[config.mk]
export PLATFORM = sky130hd
export DESIGN_NAME = mem_arbiter
export DESIGN_NICKNAME = d
export VERILOG_FILES = /design/src/rtl/mem_arbiter.sv
export SDC_FILE = /design/constraint.sdc
export NUM_CORES = 1
export LEC_CHECK = 0
export CAP_MARGIN = 20
export CORE_ASPECT_RATIO = 1.25
export CORE_UTILIZATION = 43
export CTS_CLUSTER_DIAMETER = 40
export DETAILED_ROUTE_END_ITERATION = 10
export GPL_ROUTABILITY_DRIVEN = 0
export GPL_TIMING_DRIVEN = 1
export PLACE_DENSITY = 0.86
export SLEW_MARGIN = 25
export SYNTH_ARGS = -nofsm -noshare
export SYNTH_HDL_FRONTEND = slang
export SYNTH_SLANG_ARGS = --single-unit
[constraint.sdc]
create_clock -name clk -period 10.9 [get_ports clk]
set_clock_uncertainty 0.2 [all_clocks]
set_input_delay 2.18 -clock clk [delete_from_list [all_inputs] [get_ports clk]]
set_output_delay 2.18 -clock clk [all_outputs]
set_load 0.05 [all_outputs]
[src/rtl/mem_arbiter.sv]
// Two-requester arbiter sharing one memory port between instruction fetch and data access.
// Optional busy-cycle timeout with error reporting is enabled by defining MEM_ARBITER_TIMEOUT_EN.
module mem_arbiter #(
    parameter int TIMEOUT = 255
) (
    input  logic        clk,
    input  logic        rst,
    input  logic        i_req,
    input  logic [31:0] i_addr,
    output logic        i_ready,
    output logic [31:0] i_rdata,
    input  logic        d_req,
    input  logic        d_we,
    input  logic [3:0]  d_be,
    input  logic [31:0] d_addr,
    input  logic [31:0] d_wdata,
    output logic        d_ready,
    output logic [31:0] d_rdata,
    output logic        m_req,
    output logic        m_we,
    output logic [3:0]  m_be,
    output logic [31:0] m_addr,
    output logic [31:0] m_wdata,
    input  logic        m_ack,
    input  logic [31:0] m_rdata,
    output logic        err
);

    typedef enum logic [1:0] {
        IDLE  = 2'd0,
        IBUSY = 2'd1,
        DBUSY = 2'd2,
        DONE  = 2'd3
    } state_t;

    state_t      state;
    state_t      state_nxt;
    logic        last_d;
    logic        grant_i;
    logic        grant_d;
    logic        timeout_hit;
    logic        complete;
    logic [31:0] rdata_cap;

    always_comb begin
        state_nxt = state;
        grant_i   = 1'b0;
        grant_d   = 1'b0;
        case (state)
            IDLE: begin
                // data has priority unless it won the previous grant
                if (d_req && (!i_req || !last_d)) begin
                    grant_d   = 1'b1;
                    state_nxt = DBUSY;
                end else if (i_req) begin
                    grant_i   = 1'b1;
                    state_nxt = IBUSY;
                end
            end
            IBUSY, DBUSY: begin
                if (m_ack || timeout_hit) begin
                    state_nxt = DONE;
                end
            end
            DONE: begin
                state_nxt = IDLE;
            end
            default: begin
                state_nxt = IDLE;
            end
        endcase
    end

    assign m_req     = (state == IBUSY) || (state == DBUSY);
    assign i_ready   = (state == DONE) && !last_d;
    assign d_ready   = (state == DONE) && last_d;
    assign complete  = m_req && (m_ack || timeout_hit);
    assign rdata_cap = m_ack ? m_rdata : 32'hDEADBEEF;

    // last_d doubles as the owner of the current transaction
    always_ff @(posedge clk or posedge rst) begin
        if (rst) begin
            state   <= IDLE;
            last_d  <= 1'b0;
            m_we    <= 1'b0;
            m_be    <= 4'h0;
            m_addr  <= 32'h0;
            m_wdata <= 32'h0;
            i_rdata <= 32'h0;
            d_rdata <= 32'h0;
        end else begin
            state <= state_nxt;
            if (grant_d) begin
                last_d  <= 1'b1;
                m_we    <= d_we;
                m_be    <= d_be;
                m_addr  <= d_addr;
                m_wdata <= d_wdata;
            end else if (grant_i) begin
                last_d  <= 1'b0;
                m_we    <= 1'b0;
                m_be    <= 4'hF;
                m_addr  <= i_addr;
                m_wdata <= 32'h0;
            end
            if (complete) begin
                if (state == DBUSY) begin
                    d_rdata <= rdata_cap;
                end else begin
                    i_rdata <= rdata_cap;
                end
            end
        end
    end

`ifdef MEM_ARBITER_TIMEOUT_EN
    localparam logic [7:0] TO_LAST = 8'(TIMEOUT - 1);

    logic [7:0] to_cnt;
    logic       err_q;

    // fires in the busy cycle whose increment would make the count reach TIMEOUT; an ack wins
    assign timeout_hit = m_req && !m_ack && (to_cnt == TO_LAST);

    always_ff @(posedge clk or posedge rst) begin
        if (rst) begin
            to_cnt <= 8'h0;
            err_q  <= 1'b0;
        end else begin
            if (grant_i || grant_d) begin
                to_cnt <= 8'h0;
            end else if (m_req && !m_ack) begin
                to_cnt <= to_cnt + 8'd1;
            end
            if (complete) begin
                err_q <= timeout_hit;
            end
        end
    end

    assign err = (state == DONE) && err_q;
`else
    logic unused_timeout;

    assign timeout_hit    = 1'b0;
    assign err            = 1'b0;
    assign unused_timeout = ^(8'(TIMEOUT));
`endif

endmodule

======== Word level (Yosys, flattened, before mapping) ========
Cells that the tools add are included.
word-level totals
  flip-flop bits (word level) ............. 136
  bits of input ports ..................... 138
  output and inout port bits .............. 137
  word-level logic and storage cells ...... 47
cells by class
  equality and inequality tests ........... 5
  mux-type cells .......................... 19
  bitwise gates (word level) .............. 1
  reductions and logical operators ........ 14
operators by type and width
  kind                  number
  $mux W32              5
  $mux W1               8
  $mux W4               2
  $mux W2               3
  $pmux W2 S3           1
  $reduce_and A2 Y1     3
  $eq A2 B2 Y1 const B  2
  $logic_and A1 B1 Y1   4
  $ne A3 B3 Y1 const B  1
  $eq A2 B1 Y1 const B  1
  $logic_not A1 Y1      2
  $logic_not A2 Y1      1
  $logic_or A1 B1 Y1    2
  $ne A2 B2 Y1 const B  1
  $reduce_bool A2 Y1    1
  $reduce_or A2 Y1      1
  $not A1 Y1            1

======== Depth between registers and ports, before layout ========
Gate-level depths: netlist of the first run.
  depth in word-level cells ............... 7
  depth in mapped cells ................... 8
  depth with buffers taken out ............ 5

======== Worst setup path before layout of the first run ========
Ideal clock, no wire load.
  kind .................................... register -> output
  start point ............................. reg state[1]
  end point ............................... out i_ready
  data arrival time ....................... 1.208 ns
  data required time ...................... 8.520 ns
  setup slack ............................. 7.312 ns
  cell stages (with the launch flop) ...... 3
  buffers on the path ..................... 0
  cell sequence ........................... dfrtp_1 ha_1 nor2b_1
on the way
  cells in the longest elaborated chain, start to end .. 2
ends and longest elaborated chain
  element                   line  source
  start: declaration        36    state_t state;
  start signal: assignment  92    state <= state_nxt;
  $eq A2 B2 Y1              75    assign i_ready = (state == DONE) && !last_d;
  $logic_and A1 B1 Y1       75
  end: declaration          10    output logic i_ready,
No other way between the ends.

======== Worst setup path in the final report of the first run ========
  start point ............................. reg state[0]
  end point ............................... out m_req
on the way
  cells in the longest elaborated chain, start to end .. 2
  elaborated cells between the ends (all ways) .. 3
  classes of those cells .................. 2 x eq/ne; 1 x reduce/logical
ends and longest elaborated chain
  element                                       line  source
  $eq A2 B1 Y1 or $eq A2 B2 Y1 (tied branches)  74    assign m_req = (state == IBUSY) || (state == DBUSY);
  $logic_or A1 B1 Y1 (*)                        74
  end: declaration                              19    output logic m_req,
Every way passes the cells marked *; elsewhere a longest branch is shown, timed or not.

==> results of run 1 <==
## worst min-delay path, delay by kind of cell, from the launching register on
family / cells / cell delay (ns)
AOI/OAI and AO/OA: 1 / 0.06
DFF: 1 / 0.34
and+or+nand+nor: 1 / 0.05
## state kept, by name, indices dropped and copies added (netlist names)
signal and cells:
d_rdata 32, i_rdata 32, last_d 1, m_addr 32, m_be 4, m_wdata 32
m_we 1, state 2
## routing by layer
layer  GRT usage [%]  wire length, µm  up-vias  share of wire (%)
li1                -                -     2050                  -
met3            6.78             1200       26                7.6
met5               0                0        -                  0
met2            44.3             8420      219                 54
met1            27.4             5720     2232                 36
met4            9.33              361        0                2.3
## synth_stat cells
cell and count:
o21ai_0 39, o21ai_1 26, clkbuf_1 8, dfrtp_1 136
buf_2 19, nand2_1 35, nor2b_1 2, mux2i_1 2
a21boi_4 1, a21oi_1 34, nand3b_1 1, a21bo_2 1
and2_1 2, conb_1 1, nor2_1 2, ha_1 4
o21a_1 1, buf_4 4, mux2_2 65, inv_1 3
a22o_1 33, nand3_1 1, o22a_1 4
## cells by family after synthesis
family / share of synthesized area (%)
AND/OR/NAND/NOR: 3.26
buffers and inverters: 3.08
multiplexers: 13.9
AO/OA/AOI/OAI: 15.8
other: 0.0693
flip-flops: 62.9
adder cells (fa/ha/maj): 0.926
## worst min-delay path by stage
stage / slack [ns] / from / depth (start not counted) / end
finish: 0.29 / m_addr[14] / 2 / m_addr[14]
global route: 0.32 / m_addr[21] / 2 / m_addr[21]
CTS: 0.29 / m_addr[14] / 2 / m_addr[14]
detailed placement: 0.27 / m_addr[14] / 2 / m_addr[14]
global placement: 0.27 / m_addr[5] / 2 / m_addr[5]
floorplan: 0.31 / state[0] / 1 / state[0]
## power by group
| part | total (mW) | switching [mW] | internal, mW |
|---|---|---|---|
| Clock | 0.570 | 0.227 | 0.343 |
| Sequential | 0.898 | 0.144 | 0.754 |
| Combinational | 1.97 | 1.27 | 0.702 |
## area by class of cell
cell class                      count  area (µm²)
Clock buffer                       18         429
Clock inverter                     14         165
Fill cell                         840        3370
Inverter                            3        16.3
Multi-Input combinational cell    254        1850
Sequential cell                   136        3400
Tap cell                          164         205
Timing Repair Buffer              278        2770
## stage by stage
step	util (%)	hold WS [ns]
3_5_place_dp	67.5	0.275
4_1_cts	72.3	0.289
3_3_place_gp	67.5	0.265
2_1_floorplan	-	0.310
6_report	72.4	0.285
5_1_grt	72.4	0.316
==> flow_summary.json, run 1 <==
{
  "status": "finished clean",
  "fmaxAchievable_ghz": 0.223,
  "cts_tree": "done",
  "crit_required_ns": 8.52,
  "clk_pin_slew_ns": 0.06,
  "grt_pass1_wl_um": 24100,
  "instances_no_fill": 867,
  "die_area_um2": 13000,
  "period_minus_slack_ns": 4.49,
  "ys_seq_area_share_pct": 62.9,
  "coreArea_um2": 12200,
  "hpwl_um": 11500,
  "cp_max_fo": 6,
  "reg2regPathDepth": 5,
  "dp_cells": 835,
  "drv_cap": 0,
  "vias": 4527,
  "leakagePower_nw": 3.73,
  "gr-total-overflow": 0,
  "ys_warn_count": 0,
  "wl_per_cell_um": 18.1,
  "ir_worst_vdd_mv": 0.209,
  "cts.htree.levels": 4,
  "clockBufferDepth": 2,
  "clkSinkCount": 136,
  "synthCells": 424,
  "startpoint_type": "register",
  "drive_gt1_share_pct": 15.1,
  "placed_cell_area_um2": 8240,
  "ios": 275,
  "cts_buffers": 17,
  "port-buffer-count": 273,
  "rsz0062_at_grt": "false",
  "area_delta_synth_final_pct": 63.5,
  "syn_avg_cell_area_um2": 12.8,
  "crit_slowest_cell": "clkdlybuf4s50_1",
  "postCtsSetupBuffers": 0,
  "num_rows": 45,
  "finalNetCount": 832,
  "worstMarginPinSlew_ns": 0.998,
  "synth_top_cells_by_area": "dfrtp_1, mux2_2, a22o_1",
  "p_total_mw": 3.44,
  "grt_pass1_vias": 4695,
  "min_period_over_period_pct": 41.2,
  "arrival_ns": 2.11,
  "p_per_area_nw_per_um2": 389,
  "insertion_delay_ns": 0.40,
  "worstReg2RegEnd": "m_addr[3]",
  "final_common_cell": "clkdlybuf4s50_1",
  "cp-end-kind": "output pin",
  "design_area_um2": 8840,
  "yosys_register_bits": 136,
  "final_cell_mix": "clkdlybuf4s50_1, dfrtp_1, mux2_2",
  "crit_chain": "inv_1, ha_1, clkdlybuf4s50_1",
  "die_w_um": 102,
  "die_h_um": 127,
  "fin_tns_setup_ns": 0,
  "ctsHoldBuffers": 0,
  "drt_iter0_markers": 198,
  "relSlewSlack_pct": 33.5,
  "yosysTopAreaCell": "dfrtp_1",
  "viasPerCell": 5.22,
  "n_antenna_cell": 0,
  "setup_violations": 0,
  "grt_max_degree": 79,
  "synth_top_area_share_pct": 62.9,
  "hold_viol_final": 0,
  "drc": 0,
  "first_pass_iters": 4,
  "crit_path_max_incr_delay_ns": 0.86,
  "synthesis.area_um2": 5410,
  "path_buf_inv": 2,
  "cts_resized": 0,
  "pre_cts_ws_ns": 5.77,
  "r2r_slack_ns": 8.25,
  "cts_root_buf": "clkbuf_16",
  "r2r_start": "state[0]",
  "routed_wl_um": 15700,
  "worstSetupPathType": "reg2out",
  "worstSetupStartpoint": "state[0]",
  "drv_slew": 0,
  "antenna_found_initial": 0,
  "initial_core_util_pct": 44.3,
  "synth.distinct_cells": 23,
  "crit_cells": 3,
  "critPathTopFamily": "buffers and inverters",
  "hold_path.class": "reg2reg",
  "syn-num-nets": 566,
  "track_usage_pct": 24.7,
  "crit_end": "m_req",
  "ant_nets": 0,
  "fin_ws_ns": 6.41
}
No activity file was read; power rests on OpenSTA's default activity.
==> run 2: changes to the inputs <==
- CORE_UTILIZATION: 43 -> 36
- PLACE_DENSITY: 0.86 -> 0.76
- clock period: 10.9 -> 4.07 ns (I/O delays scaled with it)
==> run 2 against run 1 <==
Against the previous run: the flow now finishes with violations (design-rule violations); sequential power rose to 2.7 times the previous value; non-clock buffer count rose by 3; routed wire length fell by 1.8%; clock power rose to 2.5 times the previous value; via count fell by 1.2%; setup slack got worse by 5.5 ns; first-iteration DRC count rose by 30%; critical path type unchanged.
==> flow_summary.json, run 2 (synthesis gave the netlist of run 1 again) <==
{
  "status": "finished with violations",
  "failed_checks": "design-rule violations",
  "ant_nets": 0,
  "path_buf_inv": 2,
  "relSlewSlack_pct": 32.6,
  "drv_slew": 0,
  "crit_chain": "inv_1, ha_1, clkdlybuf4s50_1",
  "fmaxAchievable_ghz": 0.316,
  "grt_max_degree": 69,
  "die_area_um2": 15500,
  "grt_pass1_vias": 4835,
  "cp_max_fo": 6,
  "cts_buffers": 17,
  "swShare_pct": 47.4,
  "crit_path_max_incr_delay_ns": 0.88,
  "final_common_cell": "clkdlybuf4s50_1",
  "die_h_um": 139,
  "cts_tree": "done",
  "drv_cap": 0,
  "viasPerCell": 5.06,
  "final_cell_mix": "clkdlybuf4s50_1, dfrtp_1, mux2_2",
  "arrival_ns": 2.15,
  "vias": 4471,
  "coreArea_um2": 14500,
  "p_clk_share_pct": 15.8,
  "period_minus_slack_ns": 3.17,
  "insertion_delay_ns": 0.40,
  "p_int_mw": 4.79,
  "worstSetupPathType": "reg2out",
  "track_usage_pct": 20.5,
  "hpwl_um": 11300,
  "first_pass_iters": 7,
  "ctsHoldBuffers": 0,
  "leakagePower_nw": 3.74,
  "clk_pin_slew_ns": 0.06,
  "ios": 275,
  "fin_tns_setup_ns": 0,
  "startpoint_type": "register",
  "seq_power_share_pct": 26.2,
  "clkSinkCount": 136,
  "min_period_over_period_pct": 77.8,
  "area_delta_synth_final_pct": 64.0,
  "cts_root_buf": "clkbuf_16",
  "wl_per_cell_um": 17.5,
  "p_switching_mw": 4.31,
  "initial_core_util_pct": 37.2,
  "hold_path.class": "reg2reg",
  "critPathTopFamily": "buffers and inverters",
  "crit_required_ns": 3.06,
  "drc": 17,
  "num_rows": 49,
  "antenna_found_initial": 0,
  "crit_slowest_cell": "clkdlybuf4s50_1",
  "gr-total-overflow": 0,
  "cts.htree.levels": 4,
  "clockBufferDepth": 2,
  "p_total_mw": 9.10,
  "drive_gt1_share_pct": 15.3,
  "die_w_um": 112,
  "hold_viol_final": 0,
  "drt_iter0_markers": 258,
  "cts_resized": 0,
  "worstMarginPinSlew_ns": 1.01,
  "p_per_area_nw_per_um2": 1030,
  "rsz0062_at_grt": "false",
  "finalNetCount": 835,
  "r2r_slack_ns": 1.83,
  "routed_wl_um": 15400,
  "postCtsSetupBuffers": 0,
  "port-buffer-count": 273,
  "cp-end-kind": "output pin",
  "n_antenna_cell": 0,
  "ir_worst_vdd_mv": 0.490,
  "p_comb_share_pct": 58.0,
  "worst_hold_slack_ns": 0.281,
  "grt_pass1_wl_um": 24800,
  "setup_violations": 0
}
[run 2: path summary, 6_finish.rpt]
path / start / cells after the start / to
setup / recovery: state[1] / 3 / m_req
hold / removal: m_addr[11] / 2 / m_addr[11]
setup reg to reg: state[1] / 5 / m_addr[4]
hold reg to reg: m_addr[11] / 2 / m_addr[11]
max in group asynchronous: rst / 3 / m_be[1]
min in group asynchronous: rst / 2 / i_rdata[11]
[run 2: final cells by class]
class,count,area (µm²)
clock buffers,20,457
fillers,1166,5660
repair buffers,281,2820
flip-flops and latches,136,3400
clock inverters,11,100
multi-input cells,254,1850
well taps,178,223
inverters,3,15.0
[run 2: power by group through the flow]
stage	registers (mW)	logic (mW)	clock network [mW]
floorplan	4.60	1.26	0
finish	2.38	5.28	1.44
global placement	2.37	5.23	0
detailed placement	2.39	5.31	0
global route	2.46	5.50	1.53
CTS	2.38	5.32	1.47
[run 2: worst reg2reg max path, delay by kind of cell, from the launching register on]
family	cells	cell delay [ns]
AOI/OAI and AO/OA	3	1.25
DFF	1	0.40
adders and majority gates	1	0.18
buffers and inverters	1	0.11
[run 2: metrics by stage]
step / util [%] / instance area [µm²] / setup slack (ns) / std cells
final: 61.0 / 8870 / 0.903 / 883
after global routing: 61.0 / 8870 / 0.809 / 883
after CTS: 61.0 / 8870 / 0.872 / 883
after detailed placement: 57.2 / 8310 / 1.01 / 852
after global placement: 57.2 / 8310 / 1.11 / 852
after floorplan: - / 5410 / 1.36 / 424
[run 2: routing by layer]
layer	vias to the layer above	GRT usage (%)	wire length (µm)
li1	2044	-	-
met1	2203	22.2	5830
met2	198	36.7	8140
met3	26	5.94	1080
met4	0	9.39	383
met5	-	0	0
